[src/rtl/ika9958_dlclk_sync.sv]
// ika9958_dlclk_sync: slave-side DLCLK_n receiver that locks to a 4-tick period and regenerates phiL/phiH enables
module ika9958_dlclk_sync #(
  parameter int LOCK_CNT = 4,
  parameter int MISS_MAX = 2
) (
  input  logic       i_phiA,
  input  logic       i_RST,
  input  logic       i_phiA_NCEN,
  input  logic       i_EN,
  input  logic       i_DLCLK_n,
  output logic       o_phiL_PCEN,
  output logic       o_phiL_NCEN,
  output logic       o_phiH_PCEN,
  output logic       o_phiH_NCEN,
  output logic       o_LOCKED,
  output logic       o_HOLD,
  output logic       o_SLIP,
  output logic [1:0] o_PHASE,
  output logic [7:0] o_ERRCNT
);
  typedef enum logic [1:0] {IDLE, ACQUIRE, LOCKED, HOLDOVER} state_t;
  state_t     state;
  logic [2:0] cnt;
  logic [3:0] good;
  logic [1:0] miss;
  logic [1:0] sync;
  logic       hist;
  logic       ev;
  logic       per_ok;
  logic       locked;
  logic       act;
  logic [7:0] err_next;
  assign ev       = ~sync[1] & hist;
  assign per_ok   = cnt == 3'd3;
  assign locked   = state == LOCKED || state == HOLDOVER;
  assign act      = i_phiA_NCEN & locked;
  assign err_next = o_ERRCNT + {7'd0, o_ERRCNT != 8'hff};
  // Phase-derived enables are gated by the tick so nothing fires on stalled cycles
  always_comb begin
    o_phiL_PCEN = act & (cnt[1:0] == 2'd0);
    o_phiL_NCEN = act & (cnt[1:0] == 2'd2);
    o_phiH_PCEN = act & ~cnt[0];
    o_phiH_NCEN = act & cnt[0];
    o_LOCKED    = locked;
    o_HOLD      = state == HOLDOVER;
    o_PHASE     = locked ? cnt[1:0] : 2'd0;
  end
  // Synchronizer, period checker and lock/holdover state machine; the slip pulse self-clears every cycle
  always_ff @(posedge i_phiA) begin
    if (i_RST) begin
      state    <= IDLE;
      cnt      <= 3'd7;
      good     <= 4'd0;
      miss     <= 2'd0;
      sync     <= 2'b11;
      hist     <= 1'b1;
      o_SLIP   <= 1'b0;
      o_ERRCNT <= 8'd0;
    end else begin
      o_SLIP <= 1'b0;
      if (i_phiA_NCEN) begin
        sync <= {sync[0], i_DLCLK_n};
        hist <= sync[1];
        if (!i_EN) begin
          state <= IDLE;
          cnt   <= 3'd7;
          good  <= 4'd0;
          miss  <= 2'd0;
        end else if (state == IDLE) begin
          state <= ACQUIRE;
          cnt   <= 3'd7;
          good  <= 4'd0;
        end else if (state == ACQUIRE) begin
          if (ev) begin
            cnt  <= 3'd0;
            good <= per_ok ? good + 4'd1 : 4'd0;
            if (per_ok && good == 4'(LOCK_CNT - 1)) begin
              state <= LOCKED;
              good  <= 4'd0;
            end
          end else begin
            cnt <= (cnt == 3'd7) ? cnt : cnt + 3'd1;
          end
        end else if (ev && !per_ok) begin
          o_SLIP   <= 1'b1;
          o_ERRCNT <= err_next;
          state    <= ACQUIRE;
          good     <= 4'd0;
          miss     <= 2'd0;
          cnt      <= 3'd0;
        end else if (ev) begin
          state <= LOCKED;
          miss  <= 2'd0;
          cnt   <= 3'd0;
        end else begin
          cnt <= {1'b0, cnt[1:0] + 2'd1};
          if (per_ok && state == LOCKED) begin
            state <= HOLDOVER;
            miss  <= 2'd1;
          end else if (per_ok && ({1'b0, miss} + 3'd1) >= 3'(MISS_MAX)) begin
            o_SLIP   <= 1'b1;
            o_ERRCNT <= err_next;
            state    <= ACQUIRE;
            cnt      <= 3'd7;
            good     <= 4'd0;
            miss     <= 2'd0;
          end else if (per_ok) begin
            miss <= miss + 2'd1;
          end
        end
      end
    end
  end
endmodule

[config.mk]
export PLATFORM = sky130hd
export DESIGN_NAME = ika9958_dlclk_sync
export DESIGN_NICKNAME = d
export VERILOG_FILES = /design/src/rtl/ika9958_dlclk_sync.sv
export SDC_FILE = /design/constraint.sdc
export NUM_CORES = 1
export LEC_CHECK = 0
export CAP_MARGIN = 5
export CORE_UTILIZATION = 50
export CTS_BUF_LIST = sky130_fd_sc_hd__clkbuf_8
export CTS_CLUSTER_SIZE = 28
export DETAILED_ROUTE_END_ITERATION = 6
export PLACE_DENSITY = 0.87
export SLEW_MARGIN = 20
export SYNTH_ARGS = -nofsm -noshare
export SYNTH_HDL_FRONTEND = slang
export SYNTH_SLANG_ARGS = --single-unit
[constraint.sdc]
create_clock -name i_phiA -period 4 [get_ports i_phiA]
set_clock_uncertainty 0.2 [all_clocks]
set_input_delay 0.8 -clock i_phiA [delete_from_list [all_inputs] [get_ports i_phiA]]
set_output_delay 0.8 -clock i_phiA [all_outputs]
set_load 0.05 [all_outputs]
==> results of run 1 <==
## state kept, by name, indices dropped and copies added, names as in the netlist
name	count
sync	2
o_ERRCNT	8
miss	2
state	2
good	4
o_SLIP	1
cnt	3
hist	1
## layer usage
metal | vias up | wire length [um] | global-route usage [%]
met3 | 8 | 131 | 5.15
li1 | 628 | - | -
met5 | - | 0 | 0
met4 | 0 | 71 | 7.50
met1 | 630 | 1400 | 26.7
met2 | 34 | 1590 | 39.9
## logic make-up after synthesis
kind of cell | Yosys count
simple gates | 80
xor+xnor | 6
compound gates | 34
flops | 23
buf+inv | 17
fa+ha+maj | 9
mux | 2
## final cells by class
class	instances	area share, %
tap	30	2.24
clock inverter	1	0.224
clock buffer	3	2.47
sequential	23	27.5
inverter	8	1.79
timing repair buffer	22	13.0
multi-input combinational	131	52.8
## power by group through the flow
| stage | Clock [mW] | Sequential [mW] | Combinational (mW) |
|---|---|---|---|
| after global placement | 0 | 0.246 | 0.0621 |
| after global routing | 0.154 | 0.243 | 0.0736 |
| after CTS | 0.146 | 0.241 | 0.0659 |
| after detailed placement | 0 | 0.247 | 0.0655 |
| after floorplan | 0 | 0.242 | 0.0535 |
| final | 0.147 | 0.241 | 0.0665 |
## synth_stat cells, drive strengths merged, types with 2 or more instances
library cell / instances
nand3: 9
clkbuf: 4
nor2b: 4
ha: 9
and2: 4
nand2: 15
and3: 3
xnor2: 6
inv: 8
a211o: 4
or2: 2
and4b: 2
a21oi: 10
nor4: 2
buf: 5
nor2: 19
nor3: 6
nand2b: 4
dfxtp: 23
nor3b: 5
o21ai: 9
o21bai: 3
## path summary, 6_finish.rpt
kind,startpoint,endpoint,slack [ns],depth (start not counted)
min,miss[1],miss[1],0.28,2
max reg2reg,cnt[0],o_ERRCNT[5],1.75,7
max,i_phiA_NCEN,o_phiH_NCEN,0.62,4
min reg2reg,miss[1],miss[1],0.28,2
## per-stage QoR
stage,cell area [um2],utilization [%],std cells,power (mW)
final,1670,64.6,218,0.455
after global routing,1670,64.6,218,0.470
after CTS,1670,64.6,218,0.453
after detailed placement,1630,62.9,214,0.312
after global placement,1630,62.9,214,0.308
after floorplan,1420,-,171,0.296
## worst register-to-register path, delay by kind of cell, from the launching register on
kind	cells	cell delay (ns)
adders and majority gates	2	0.50
xor gates and xnor gates	1	0.15
and+or+nand+nor	3	0.77
DFF	1	0.35
AOI/OAI and AO/OA	1	0.14
==> results_dict.tcl, run 1 <==
set metrics [dict create \
    status "complete, no violations" \
    place_ws_ns 0.604 \
    ys_ff_latch 23 \
    drtAntennaViolNets 0 \
    ys_top_cells_by_area "dfxtp_1 (32%), ha_1 (7.9%), nor2_1 (5.0%)" \
    syn_nets 185 \
    syn2layout_area_growth_pct 17.7 \
    worst_setup_hold_path_clk_slew_ns 0.08 \
    yosys_warnings 0 \
    initial_utilization_pct 54.9 \
    wire_per_inst_um 14.7 \
    antenna_found_initial 0 \
    p_sw_share_pct 27.8 \
    viasPerCell 5.96 \
    core_area_um2 2590 \
    antennaDiodeCount 0 \
    die_h_um 55.3 \
    crit_type "in2out" \
    synthAdderAreaFrac_pct 7.92 \
    portBuffers 21 \
    synth_top_family_by_area "simple AND/OR/NAND/NOR gates" \
    slowest_stage "clkdlybuf4s50_1" \
    cts_root_buffer "clkbuf_8" \
    slew_headroom_pct 41.8 \
    syn_inst 171 \
    setup_tns_ns 0 \
    boundaryPins 22 \
    synth_area_per_cell_um2 8.32 \
    seqPwrFrac_pct 53.1 \
    clock_power_share_pct 32.3 \
    powerDensity_nw_per_um2 272 \
    first_global_vias 1239 \
    gr-usage-all-layers_pct 22.6 \
    post-route-period-util_pct 84.5 \
    p_leak_nw 0.640 \
    muxShareOfSynthArea_pct 1.50 \
    synth_area_um2 1420 \
    final_common_cell "dfxtp_1" \
    start_kind "input pin" \
    clock_latency_ns 0.27 \
    combPwrFrac_pct 14.6 \
    setup_violations 0 \
    hold_viol 0 \
    fillers 216 \
    die-width_um 55.3 \
    drv_slew 0 \
    route.vias.total 1300 \
    rsz0062_at_grt "false" \
    seq_area_um2 460 \
    seq_area_frac_synth_pct 32.4 \
    post-cts-setup-buffers 0 \
    synth_cell_type_count 44 \
    hpwlAfterDp_um 2300 \
    drt_drc_violations_left 0 \
    drv_cap 0 \
    holdBufCountCts 0 \
    min_period_ns 3.38 \
    cts_resized 0 \
    netlist.top_cell.by_area "dfxtp_1" \
    initialDrtViolationCount 37 \
    dieArea_um2 3060 \
    cp_top_family "buffers and inverters" \
    synth-compound-area-share_pct 16.9 \
    slowest_delay_ns 0.82 \
    setup_slack_ns 0.622 \
    std_cell_rows 18 \
    p_int_uw 328 \
    irDropWorstVdd_v 0.000308 \
    grt_start_max_net_pins 25 \
    crit_chain "clkdlybuf4s50_1, nand2_1, nor2_1, clkdlybuf4s50_1" \
    yosys_most_used_dff "dfxtp_1" \
    wirelength_um 3200 \
    synth_xor_area_share_pct 3.69 \
    cp.buffers_inverters 2 \
    overflow 0 \
    arrival_ns 2.38 \
    path_max_fanout 4 \
    synth-simple-area-share_pct 32.1 \
    grt_pass1_wl_um 5560 \
    finish.net_count 203 \
    final_cell_mix "dfxtp_1 (23), clkdlybuf4s50_1 (21), nor2_1 (19)" \
    synthArstFlopShare_pct 0 \
    crit_path_frequent_cell "clkdlybuf4s50_1" \
    drive_gt1_share_pct 6.91 \
    cts.sinks 23 \
    end_kind "primary output" \
    multiInputGateArea_um2 883 \
    firstDrtPassIters 4 \
    hold_ws_ns 0.275 \
    fmax_ghz 0.296 \
    yosys.area.top_type_share_pct 32.4 \
    hold_class "reg2reg" \
    tightest_slew_ns 0.871 \
    cts.path.max_buffers 2 \
    cts_max_level 1 \
    p_sw_uw 126 \
    synth_edf_count 0 \
    numCtsBuffers 3 \
    cts_tree "built" \
    crit_required_ns 3.00 \
    place_congestion 0.858 \
]
Note: power is estimated with default switching activity, not from simulation.
==> run 2, diff against run 1 <==
clock period = 3.5 ns   (was 4 ns; I/O delays follow)
==> results_dict.tcl, run 2 (same netlist as run 1, synthesis figures left out) <==
set metrics [dict create \
    crit_required_ns 2.60 \
    numCtsBuffers 3 \
    post-cts-setup-buffers 0 \
    status "complete, no violations" \
    fmax_ghz 0.342 \
    hold_ws_ns 0.283 \
    core_area_um2 2590 \
    cts.path.max_buffers 2 \
    drive_gt1_share_pct 9.09 \
    hold_class "reg2reg" \
    top_register "o_ERRCNT" \
    p_total_uw 521 \
    min_period_ns 2.93 \
    powerDensity_nw_per_um2 314 \
    place_ws_ns 0.720 \
    seq_area_um2 460 \
    slew_headroom_pct 37.8 \
    place_congestion 0.831 \
    gr-usage-all-layers_pct 21.6 \
    finish.net_count 202 \
    p_leak_nw 0.642 \
    crit_type "reg2out" \
    r2r_setup_slack_ns 1.21 \
    boundaryPins 22 \
    drtAntennaViolNets 0 \
    post-route-period-util_pct 83.6 \
    tightest_slew_ns 0.931 \
    cts_resized 0 \
    drv_cap 0 \
    wirelength_um 3040 \
    route.vias.total 1262 \
    instances_no_fill 217 \
    hpwlAfterDp_um 2160 \
    antennaDiodeCount 0 \
    met1_length_um 1370 \
    syn2layout_area_growth_pct 16.5 \
    initialDrtViolationCount 39 \
    dieArea_um2 3060 \
    largest_reg_flops 8 \
    final_cell_area_um2 1660 \
    setup_violations 0 \
    viasPerCell 5.82 \
    crit_chain "and2_1, clkdlybuf4s50_1" \
    r2r-start "cnt[0]" \
    holdBufCountCts 0 \
    multiInputGateArea_um2 883 \
    met3WireLength_um 104 \
    setup_tns_ns 0 \
    worst_setup_hold_path_clk_slew_ns 0.08 \
    clock_latency_ns 0.27 \
    utilization_pct 64.0 \
    r2r_end "o_ERRCNT[5]" \
    std_cell_rows 18 \
    reg2regPathDepth 7 \
    slowest_stage "clkdlybuf4s50_1" \
    hold_viol 0 \
    overflow 0 \
    drt_drc_violations_left 0 \
    initial_utilization_pct 54.9 \
    wl_met2_um 1520 \
    end_kind "primary output" \
    path_max_fanout 20 \
    routed.top_layer "met4" \
    fillers 211 \
    final_common_cell "dfxtp_1" \
    place_area_um2 1610 \
    cp_top_family "buffers and inverters" \
    final_cell_mix "dfxtp_1 (23), nor2_1 (19), clkdlybuf4s50_1 (17)" \
    rsz0062_at_grt "false" \
    arrival_ns 2.03 \
    wire_per_inst_um 14.0 \
    setup_slack_ns 0.575 \
    reg_top3 "o_ERRCNT (8), good (4), cnt (3)" \
    antenna_found_initial 0 \
    cts_tree "built" \
    cts.sinks 23 \
    cp.buffers_inverters 1 \
    die-width_um 55.3 \
    worstHoldStart "miss[1]" \
    min_to "miss[1]" \
    firstDrtPassIters 4 \
    grt_pass1_wl_um 5330 \
    irDropWorstVdd_v 0.000225 \
    die_h_um 55.3 \
    dpl.cell_count 213 \
    grt_start_max_net_pins 25 \
    cts_max_level 1 \
    first_global_vias 1199 \
    slowest_delay_ns 0.81 \
    hold_depth 2 \
    start_kind "flop" \
    cts_root_buffer "clkbuf_8" \
    portBuffers 21 \
    drv_slew 0 \
]
-- run 2: layout make-up --
type,count,share of cell area [%]
repair buffers,21,12.1
clock buffers,3,2.49
flip-flops and latches,23,27.8
clock inverters,1,0.302
well taps,30,2.26
multi-input cells,131,53.3
inverters,8,1.81
-- run 2: worst max path at each step --
stage | from | end | slack [ns] | cells past startpoint
floorplan | i_phiA_NCEN | o_phiH_NCEN | 1.00 | 3
global placement | i_phiA_NCEN | o_phiH_NCEN | 0.76 | 4
detailed placement | i_phiA_NCEN | o_phiH_NCEN | 0.72 | 4
CTS | state[1] | o_HOLD | 0.59 | 2
global route | state[1] | o_HOLD | 0.47 | 2
finish | state[1] | o_HOLD | 0.57 | 2
-- run 2: where the power goes --
group          leakage, nW  internal (mW)  switching, mW
Combinational        0.430         0.0283         0.0458
Sequential           0.187          0.267        0.00846
Clock               0.0255         0.0797         0.0908
-- run 2: metal layers --
layer  up-vias  GRT usage, %
li1        628             -
met1       598          25.8
met2        30          37.9
met3         6          3.04
met4         0          10.0
met5         -             0
-- run 2: worst register-to-register path: stages (launching register included) --
cell and delay, ns:
dfxtp_1 0.35, ha_1 0.24, ha_1 0.28, nor3b_1 0.36
a31oi_4 0.14, nor4_2 0.36, xnor2_1 0.17, nor2_1 0.06
==> patch: new RTL, config.mk and constraints of run 2 <==
Add an input register stage for `i_phiA_NCEN` and `i_EN`, with the module's reset; this delays them by one clock.
--- a/src/rtl/ika9958_dlclk_sync.sv
+++ b/src/rtl/ika9958_dlclk_sync.sv
@@ -21,2 +21,16 @@
   typedef enum logic [1:0] {IDLE, ACQUIRE, LOCKED, HOLDOVER} state_t;
+
+  logic i_phiA_NCEN_q;
+  logic i_EN_q;
+
+  always_ff @(posedge i_phiA) begin
+    if (i_RST) begin
+      i_phiA_NCEN_q <= '0;
+      i_EN_q        <= '0;
+    end else begin
+      i_phiA_NCEN_q <= i_phiA_NCEN;
+      i_EN_q        <= i_EN;
+    end
+  end
+
   state_t     state;
@@ -35,3 +49,3 @@
   assign locked   = state == LOCKED || state == HOLDOVER;
-  assign act      = i_phiA_NCEN & locked;
+  assign act      = i_phiA_NCEN_q & locked;
   assign err_next = o_ERRCNT + {7'd0, o_ERRCNT != 8'hff};
@@ -60,6 +74,6 @@
       o_SLIP <= 1'b0;
-      if (i_phiA_NCEN) begin
+      if (i_phiA_NCEN_q) begin
         sync <= {sync[0], i_DLCLK_n};
         hist <= sync[1];
-        if (!i_EN) begin
+        if (!i_EN_q) begin
           state <= IDLE;
Function: same outputs for any inputs over 10 cycles, from zero or initial values and one cycle with i_RST high; that may be too few to reach the edited logic, so the function may still have changed.
==> patch against run 2 <==
The flow now finishes with violations (DRC). Cell area is 6.3% higher. Sequential cell count is 2 higher. Wire length is 8.4% higher. Area after synthesis is 7.6% higher. Setup slack better by 0.057 ns. Global-route usage is 0.24 points higher. Fmax is 2.0% higher. Highest routed layer unchanged.
Power is not compared: it rests on default switching activity, and its combinational part moved more than twofold at a synthesized area within 25%.
==> patch: results (changes against run 2) <==
Dpl cell area: 0.00172 sq mm (+6.4%)
CP top delay family: buffers and inverters
Share of cells above drive strength 1: 7.81% (-1.3 points)
DRC: 4 (+4)
Vias in the first global route: 1309 (+9.2%)
Met3 usage: 4.08% (+1.0 points)
Layout Cells excl Fill: 223 (+2.8%)
Syn_nets: 193 (+4.3%)
Final #Nets: 207 (+2.5%)
Peak fanout along the critical path: 21 (+5.0%)
Met2 Resource Use GR: 37.1% (-0.72 points)
DR pass1 iterations: 6 (+2)
Worst vdd ir: 0.000304 V
Placed insts: 219 (+2.8%)
RePlAce Congestion: 0.876 (+5.5%)
Failing checks: DRC
H-tree level count: 1 (unchanged)
CTS Buffer Depth: 2 (unchanged)
Fillers: 221 (+4.7%)
Top post-synthesis cells by area: dfxtp_1 (33%), ha_1 (7.4%), a21oi_1 (4.3%)
Slew @ Worst Pin: 0.739 ns (-0.191 ns)
M1 wire length: 1430 um (+4.6%)
Mean post-synth cell area: 8.55 sq um (+2.8%)
DR WL met2: 1660 um (+9.4%)
Dpl hpwl: 2440 um (+13%)
DR vias: 1413 (+12%)
Count of cell types in the netlist: 52 (+18%)
Largest net degree at the start of global routing: 22 (-12%)
Global-route wire length before repair: 5680 um (+6.6%)
Global Route Usage Sum: 21.8% (+0.24 points)
Arr. time, crit path: 1.97 ns (-0.06 ns)
Seq/Total Area, Yosys: 32.7% (+0.34 points)
Status: complete, but fails checks
M1 GR Usage: 27.8% (+2.0 points)
# hold bufs at CTS: 0 (unchanged)
Total power draw: 0.000500 W
Wire length on met3: 184 um (+77%)
DRC violation total after the first TritonRoute iteration: 65 (+67%)
Pre-CTS WS: 0.834 ns (+0.114 ns)
Post-synth top cells: dfxtp_1 (25), a21oi_1 (13), nand3_1 (13), nand2_1 (11), ha_1 (9)
Wire per inst: 14.8 um (+5.5%)
patch: logic make-up after synthesis:
group / synth area share [%]
simple gates: 28.6
compound gates: 20.2
flops: 32.7
buf+inv: 7.11
fa+ha+maj: 7.36
mux: 4.01
patch: layout make-up:
class	instances	area, sq um	share of cell area [%]
Clock buffer	3	41.3	2.34
Tap cell	31	38.8	2.20
Clock inverter	1	5.00	0.284
Sequential cell	25	500	28.4
Inverter	8	30.0	1.70
Multi-Input combinational cell	132	921	52.3
Timing Repair Buffer	23	225	12.8
patch: final timing paths:
kind	from	to	slack, ns	cells after the start
max	state[1]$_SDFFE_PP0P_	o_phiH_PCEN	0.63	3
min	miss[1]$_SDFFE_PP0P_	miss[1]$_SDFFE_PP0P_	0.27	2
max reg2reg	cnt[0]$_SDFFE_PP1P_	o_ERRCNT[4]$_SDFFE_PP0P_	0.79	6
min reg2reg	miss[1]$_SDFFE_PP0P_	miss[1]$_SDFFE_PP0P_	0.27	2
